$ cat config.mk
export PLATFORM = sky130hd
export DESIGN_NAME = writeback_streamer
export DESIGN_NICKNAME = d
export VERILOG_FILES = /design/src/rtl/writeback_streamer.sv
export SDC_FILE = /design/constraint.sdc
export NUM_CORES = 1
export LEC_CHECK = 0
export ABC_AREA = 1
export BUFFER_PORTS_ARGS = -buffer_cell sky130_fd_sc_hd__buf_4
export CORE_ASPECT_RATIO = 1.4
export CORE_MARGIN = 3
export CORE_UTILIZATION = 46
export DETAILED_ROUTE_END_ITERATION = 8
export GPL_ROUTABILITY_DRIVEN = 0
export GPL_TIMING_DRIVEN = 0
export PLACE_DENSITY = 0.87
export REMOVE_ABC_BUFFERS = 1
export SLEW_MARGIN = 20
export SYNTH_ARGS = -nofsm -noshare
export SYNTH_HDL_FRONTEND = slang
export SYNTH_SLANG_ARGS = --single-unit
$ cat constraint.sdc
create_clock -name clk -period 1.4 [get_ports clk]
set_input_delay 0.14 -clock clk [delete_from_list [all_inputs] [get_ports clk]]
set_output_delay 0.14 -clock clk [all_outputs]
set_load 0.05 [all_outputs]
$ cat src/rtl/writeback_streamer.sv
// writeback_streamer: on each start request, reads K centroid words from memory and streams them as one AXI-Stream packet.
// Optional macro WB_HEADER_EN prepends a header beat carrying K, making the packet K+1 beats.
module writeback_streamer #(
   parameter int DATA_WIDTH = 64,
   parameter int K          = 10,
   parameter int ADDR_BITS  = 4
) (
   input  logic                  clk,
   input  logic                  reset,
   input  logic                  i_write_back_start,
   output logic                  o_write_back_done,
   output logic                  o_rd_en,
   output logic [ADDR_BITS-1:0]  o_rd_addr,
   input  logic [DATA_WIDTH-1:0] i_rd_data,
   output logic [DATA_WIDTH-1:0] M_AXIS_TDATA,
   output logic                  M_AXIS_TVALID,
   input  logic                  M_AXIS_TREADY,
   output logic                  M_AXIS_TLAST
);

   typedef enum logic [2:0] {
      S_IDLE   = 3'd0,
      S_READ   = 3'd1,
      S_WAIT   = 3'd2,
      S_SEND   = 3'd3,
      S_DONE   = 3'd4
`ifdef WB_HEADER_EN
      ,
      S_HEADER = 3'd5
`endif
   } state_t;

   localparam logic [ADDR_BITS-1:0] LAST_IDX = ADDR_BITS'(K - 1);

   state_t                  r_state;
   logic [ADDR_BITS-1:0]    r_idx;
   logic                    r_done;
   logic                    r_rd_en;
   logic [ADDR_BITS-1:0]    r_rd_addr;
   logic [DATA_WIDTH-1:0]   r_tdata;
   logic                    r_tvalid;
   logic                    r_tlast;

   logic                    w_last;
   logic [ADDR_BITS-1:0]    w_next_idx;

   assign w_last     = (r_idx == LAST_IDX);
   assign w_next_idx = r_idx + ADDR_BITS'(1);

   // Moore FSM; every output is registered and updated on the transition into its state
   always_ff @(posedge clk) begin
      if (reset) begin
         r_state   <= S_IDLE;
         r_idx     <= '0;
         r_done    <= 1'b0;
         r_rd_en   <= 1'b0;
         r_rd_addr <= '0;
         r_tdata   <= '0;
         r_tvalid  <= 1'b0;
         r_tlast   <= 1'b0;
      end else begin
         case (r_state)
            S_IDLE: begin
               if (i_write_back_start) begin
                  r_idx     <= '0;
`ifdef WB_HEADER_EN
                  r_state   <= S_HEADER;
                  r_tdata   <= DATA_WIDTH'(K);
                  r_tvalid  <= 1'b1;
                  r_tlast   <= 1'b0;
`else
                  r_state   <= S_READ;
                  r_rd_en   <= 1'b1;
                  r_rd_addr <= '0;
`endif
               end
            end
`ifdef WB_HEADER_EN
            S_HEADER: begin
               if (M_AXIS_TREADY) begin
                  r_state   <= S_READ;
                  r_tvalid  <= 1'b0;
                  r_rd_en   <= 1'b1;
                  r_rd_addr <= r_idx;
               end
            end
`endif
            S_READ: begin
               r_state   <= S_WAIT;
               r_rd_en   <= 1'b0;
               r_rd_addr <= '0;
            end
            // Memory data is valid throughout this cycle; capture it for the beat
            S_WAIT: begin
               r_state  <= S_SEND;
               r_tdata  <= i_rd_data;
               r_tvalid <= 1'b1;
               r_tlast  <= w_last;
            end
            S_SEND: begin
               if (M_AXIS_TREADY) begin
                  r_tvalid <= 1'b0;
                  r_tlast  <= 1'b0;
                  if (w_last) begin
                     r_state <= S_DONE;
                     r_done  <= 1'b1;
                  end else begin
                     r_state   <= S_READ;
                     r_idx     <= w_next_idx;
                     r_rd_en   <= 1'b1;
                     r_rd_addr <= w_next_idx;
                  end
               end
            end
            // Hold done until the scheduler drops its request so one request yields one packet
            S_DONE: begin
               if (!i_write_back_start) begin
                  r_state <= S_IDLE;
                  r_done  <= 1'b0;
               end
            end
            default: begin
               r_state   <= S_IDLE;
               r_idx     <= '0;
               r_done    <= 1'b0;
               r_rd_en   <= 1'b0;
               r_rd_addr <= '0;
               r_tvalid  <= 1'b0;
               r_tlast   <= 1'b0;
            end
         endcase
      end
   end

   assign o_write_back_done = r_done;
   assign o_rd_en           = r_rd_en;
   assign o_rd_addr         = r_rd_addr;
   assign M_AXIS_TDATA      = r_tdata;
   assign M_AXIS_TVALID     = r_tvalid;
   assign M_AXIS_TLAST      = r_tlast;

endmodule

==> impl_metrics.json <==
{
  "hold_path_end": "M_AXIS_TDATA[24]$_SDFFE_PP0P_",
  "p_int_uw": 4648,
  "clock-sinks": 79,
  "yosys.area.top_type": "dfxtp_1",
  "ys_seq_area_frac": 0.5282,
  "core-area_mm2": 0.006254,
  "final_nets": 599,
  "num_io_pins": 140,
  "maxCapViolCount": 0,
  "r2r-start": "r_state[0]$_SDFFE_PP0P_",
  "final_cell_mix": "nand2_1, buf_4, dfxtp_1",
  "hold_class": "input port to flop",
  "final.setup.tns_ns": 0,
  "worst_setup_path_end_kind": "flop",
  "final_util": 0.6987,
  "drive_above_1_share": 0.3640,
  "drtAntennaViolNets": 0,
  "worstSetupStartpointType": "flop",
  "ys_ff_latch": 79,
  "relSlewSlack": 0.4959,
  "portBuffers": 139,
  "combPwrFrac": 0.431,
  "crit_type": "flop to flop",
  "peakVddDrop_mv": 1.352,
  "htree_levels": 3,
  "fin_crit_ns": 1.357,
  "drc": 0,
  "synth.area.top_cells": "dfxtp_1, nand2_1, a21oi_1",
  "fin_skew_ns": 0.003715,
  "synth_warnings": 0,
  "hold_depth": 3,
  "cts_tree": "done",
  "reg2reg_depth": 7,
  "hold_viol": 0,
  "maxSlewViolCount": 0,
  "worst-slew-pin-transition_ns": 0.7561,
  "drt-initial-drc-count": 165,
  "clkLatencyLatePin_ns": 0.33,
  "rsz0062_at_grt": "true",
  "clk_pin_slew_worst_paths_ns": 0.08,
  "dpl.hpwl_um": 5307,
  "fmaxAchievable_ghz": 0.7370,
  "wl_per_cell_um": 13.69,
  "clockBufferDepth": 2,
  "cts_buffers": 9,
  "clkPwrFrac": 0.208,
  "switching_power_uw": 3416,
  "antenna_found_initial": 0,
  "fp.dieH_um": 101.5,
  "status": "completed",
  "setup_violations": 0,
  "period_share": 0.9692,
  "p_leak_uw": 0.001945,
  "worstReg2RegEnd": "r_idx[0]$_SDFFE_PP0P_",
  "grt_max_degree": 75,
  "die_w_um": 74.19,
  "num_rows": 34,
  "first_pass_iters": 4,
  "syn_area_mm2": 0.002994,
  "seqPwrFrac": 0.361,
  "area_growth_pct": 45.93,
  "crit_arrival_ns": 1.59,
  "viasPerCell": 5.043,
  "reg2reg_slack_ns": 0.04,
  "antenna_cells": 0,
  "holdBufCountCts": 0,
  "power_density_mw_per_mm2": 1846,
  "gr-usage-all-layers": 0.2209,
  "ctsRootBufferMaster": "clkbuf_8",
  "yosysTopAreaCellShare": 0.5282,
  "synth_area_per_cell_um2": 7.638,
  "overflow": 0,
  "wirelength_um": 8285,
  "required_ns": 1.63,
  "grt_pass1_vias": 2905,
  "grt_pass1_wl_um": 12940,
  "layout_commonest_cell": "nand2_1",
  "ys_types": 24,
  "die_area_mm2": 0.007527,
  "vias": 3051,
  "hold_path_startpoint": "i_rd_data[24]",
  "path_max_fanout": 8,
  "netlist_instances": 392,
  "initial_utilization": 0.4788,
  "switching_share": 0.4236
}
[metal layers]
layer  wire (µm)  share of wire  global-route usage  up-vias
li1            -              -                   -     1521
met1        3149           0.38              0.2477     1399
met2        4335           0.52              0.3702      105
met3         527          0.064             0.06951       26
met4         272          0.033              0.1130        0
met5           0              0                   0        -
[layout make-up]
cell class	instances	area (µm²)
Clock buffer	12	155.1
Clock inverter	3	42.54
Fill cell	502	1884
Inverter	15	76.32
Multi-Input combinational cell	279	1314
Sequential cell	79	1590
Tap cell	72	90.09
Timing Repair Buffer	145	1101
[per-stage QoR]
stage	hold WS, ns	setup WS [ns]	cell area (µm²)	instances	power, µW
after floorplan	0.2091	-0.4806	2900	371	5191
after global placement	0.3912	-1.123	4034	582	6121
after detailed placement	0.3994	-1.173	4034	582	6195
after CTS	0.03822	0.006331	4292	601	7999
after global routing	0.04142	-0.05110	4369	605	8519
final	0.05081	0.04313	4369	605	8064
[critical path, cell delays in order, from the launching register on]
cell	delay, ns
dfxtp_2	0.39
inv_2	0.11
nand3_4	0.20
nand3_2	0.11
nor2_4	0.16
nand2_4	0.08
nor2_1	0.14
nor2_2	0.05
[state kept, by name, indices dropped and copies added, names as in the netlist]
register and count:
M_AXIS_TDATA 64, o_rd_addr 4, r_idx 4, r_state 3, M_AXIS_TLAST 1, M_AXIS_TVALID 1
o_rd_en 1, o_write_back_done 1
[cells in the mapped netlist]
library cell / count
ha_1: 2
a21oi_1: 69
a31oi_1: 1
buf_1: 4
inv_2: 4
nand2_2: 3
nor2_1: 15
inv_1: 10
nand3_1: 10
or2_1: 1
inv_6: 1
nand2_1: 154
buf_4: 2
nor2_2: 8
nand3b_1: 1
nand2_4: 1
or2_2: 1
nor2_4: 3
dfxtp_1: 79
nand3_4: 1
o21ai_1: 5
nand3_2: 2
clkbuf_1: 9
buf_2: 6
[cell families after synthesis]
| logic type | count (synthesis) | synth area share |
|---|---|---|
| DFF | 79 | 0.5282 |
| buffers and inverters | 36 | 0.05181 |
| adders and majority gates | 2 | 0.008356 |
| AOI/OAI and AO/OA | 75 | 0.1258 |
| and+or+nand+nor | 200 | 0.2858 |
[worst max path at each step]
stage	from	endpoint	slack (ns)	depth (start not counted)
floorplan	r_state[1]$_SDFFE_PP0P_	M_AXIS_TDATA[0]$_SDFFE_PP0P_	-0.48	4
global placement	r_state[1]$_SDFFE_PP0P_	M_AXIS_TDATA[11]$_SDFFE_PP0P_	-1.12	4
detailed placement	r_state[1]$_SDFFE_PP0P_	M_AXIS_TDATA[34]$_SDFFE_PP0P_	-1.17	4
CTS	r_idx[0]$_SDFFE_PP0P_	r_idx[3]$_SDFFE_PP0P_	0.006	8
global route	r_idx[0]$_SDFFE_PP0P_	o_write_back_done$_SDFFE_PP0P_	-0.05	7
finish	r_state[0]$_SDFFE_PP0P_	r_idx[0]$_SDFFE_PP0P_	0.04	7
[power groups by stage]
stage / clock (µW) / combinational, µW / sequential [µW]
after floorplan: 0 / 1150 / 4040
after global placement: 0 / 3210 / 2910
after detailed placement: 0 / 3260 / 2930
after CTS: 1720 / 3380 / 2910
after global routing: 1810 / 3750 / 2960
final: 1670 / 3480 / 2910
[repair_timing]
action / 4_1_cts / 5_1_grt
pin swaps: 1 / 2
cloned: 2 / 0
buffers inserted: 2 / 4
resized for setup: 8 / 11
endpoints found under the setup margin: 78 / 73
(Power assumes the default switching activity.)
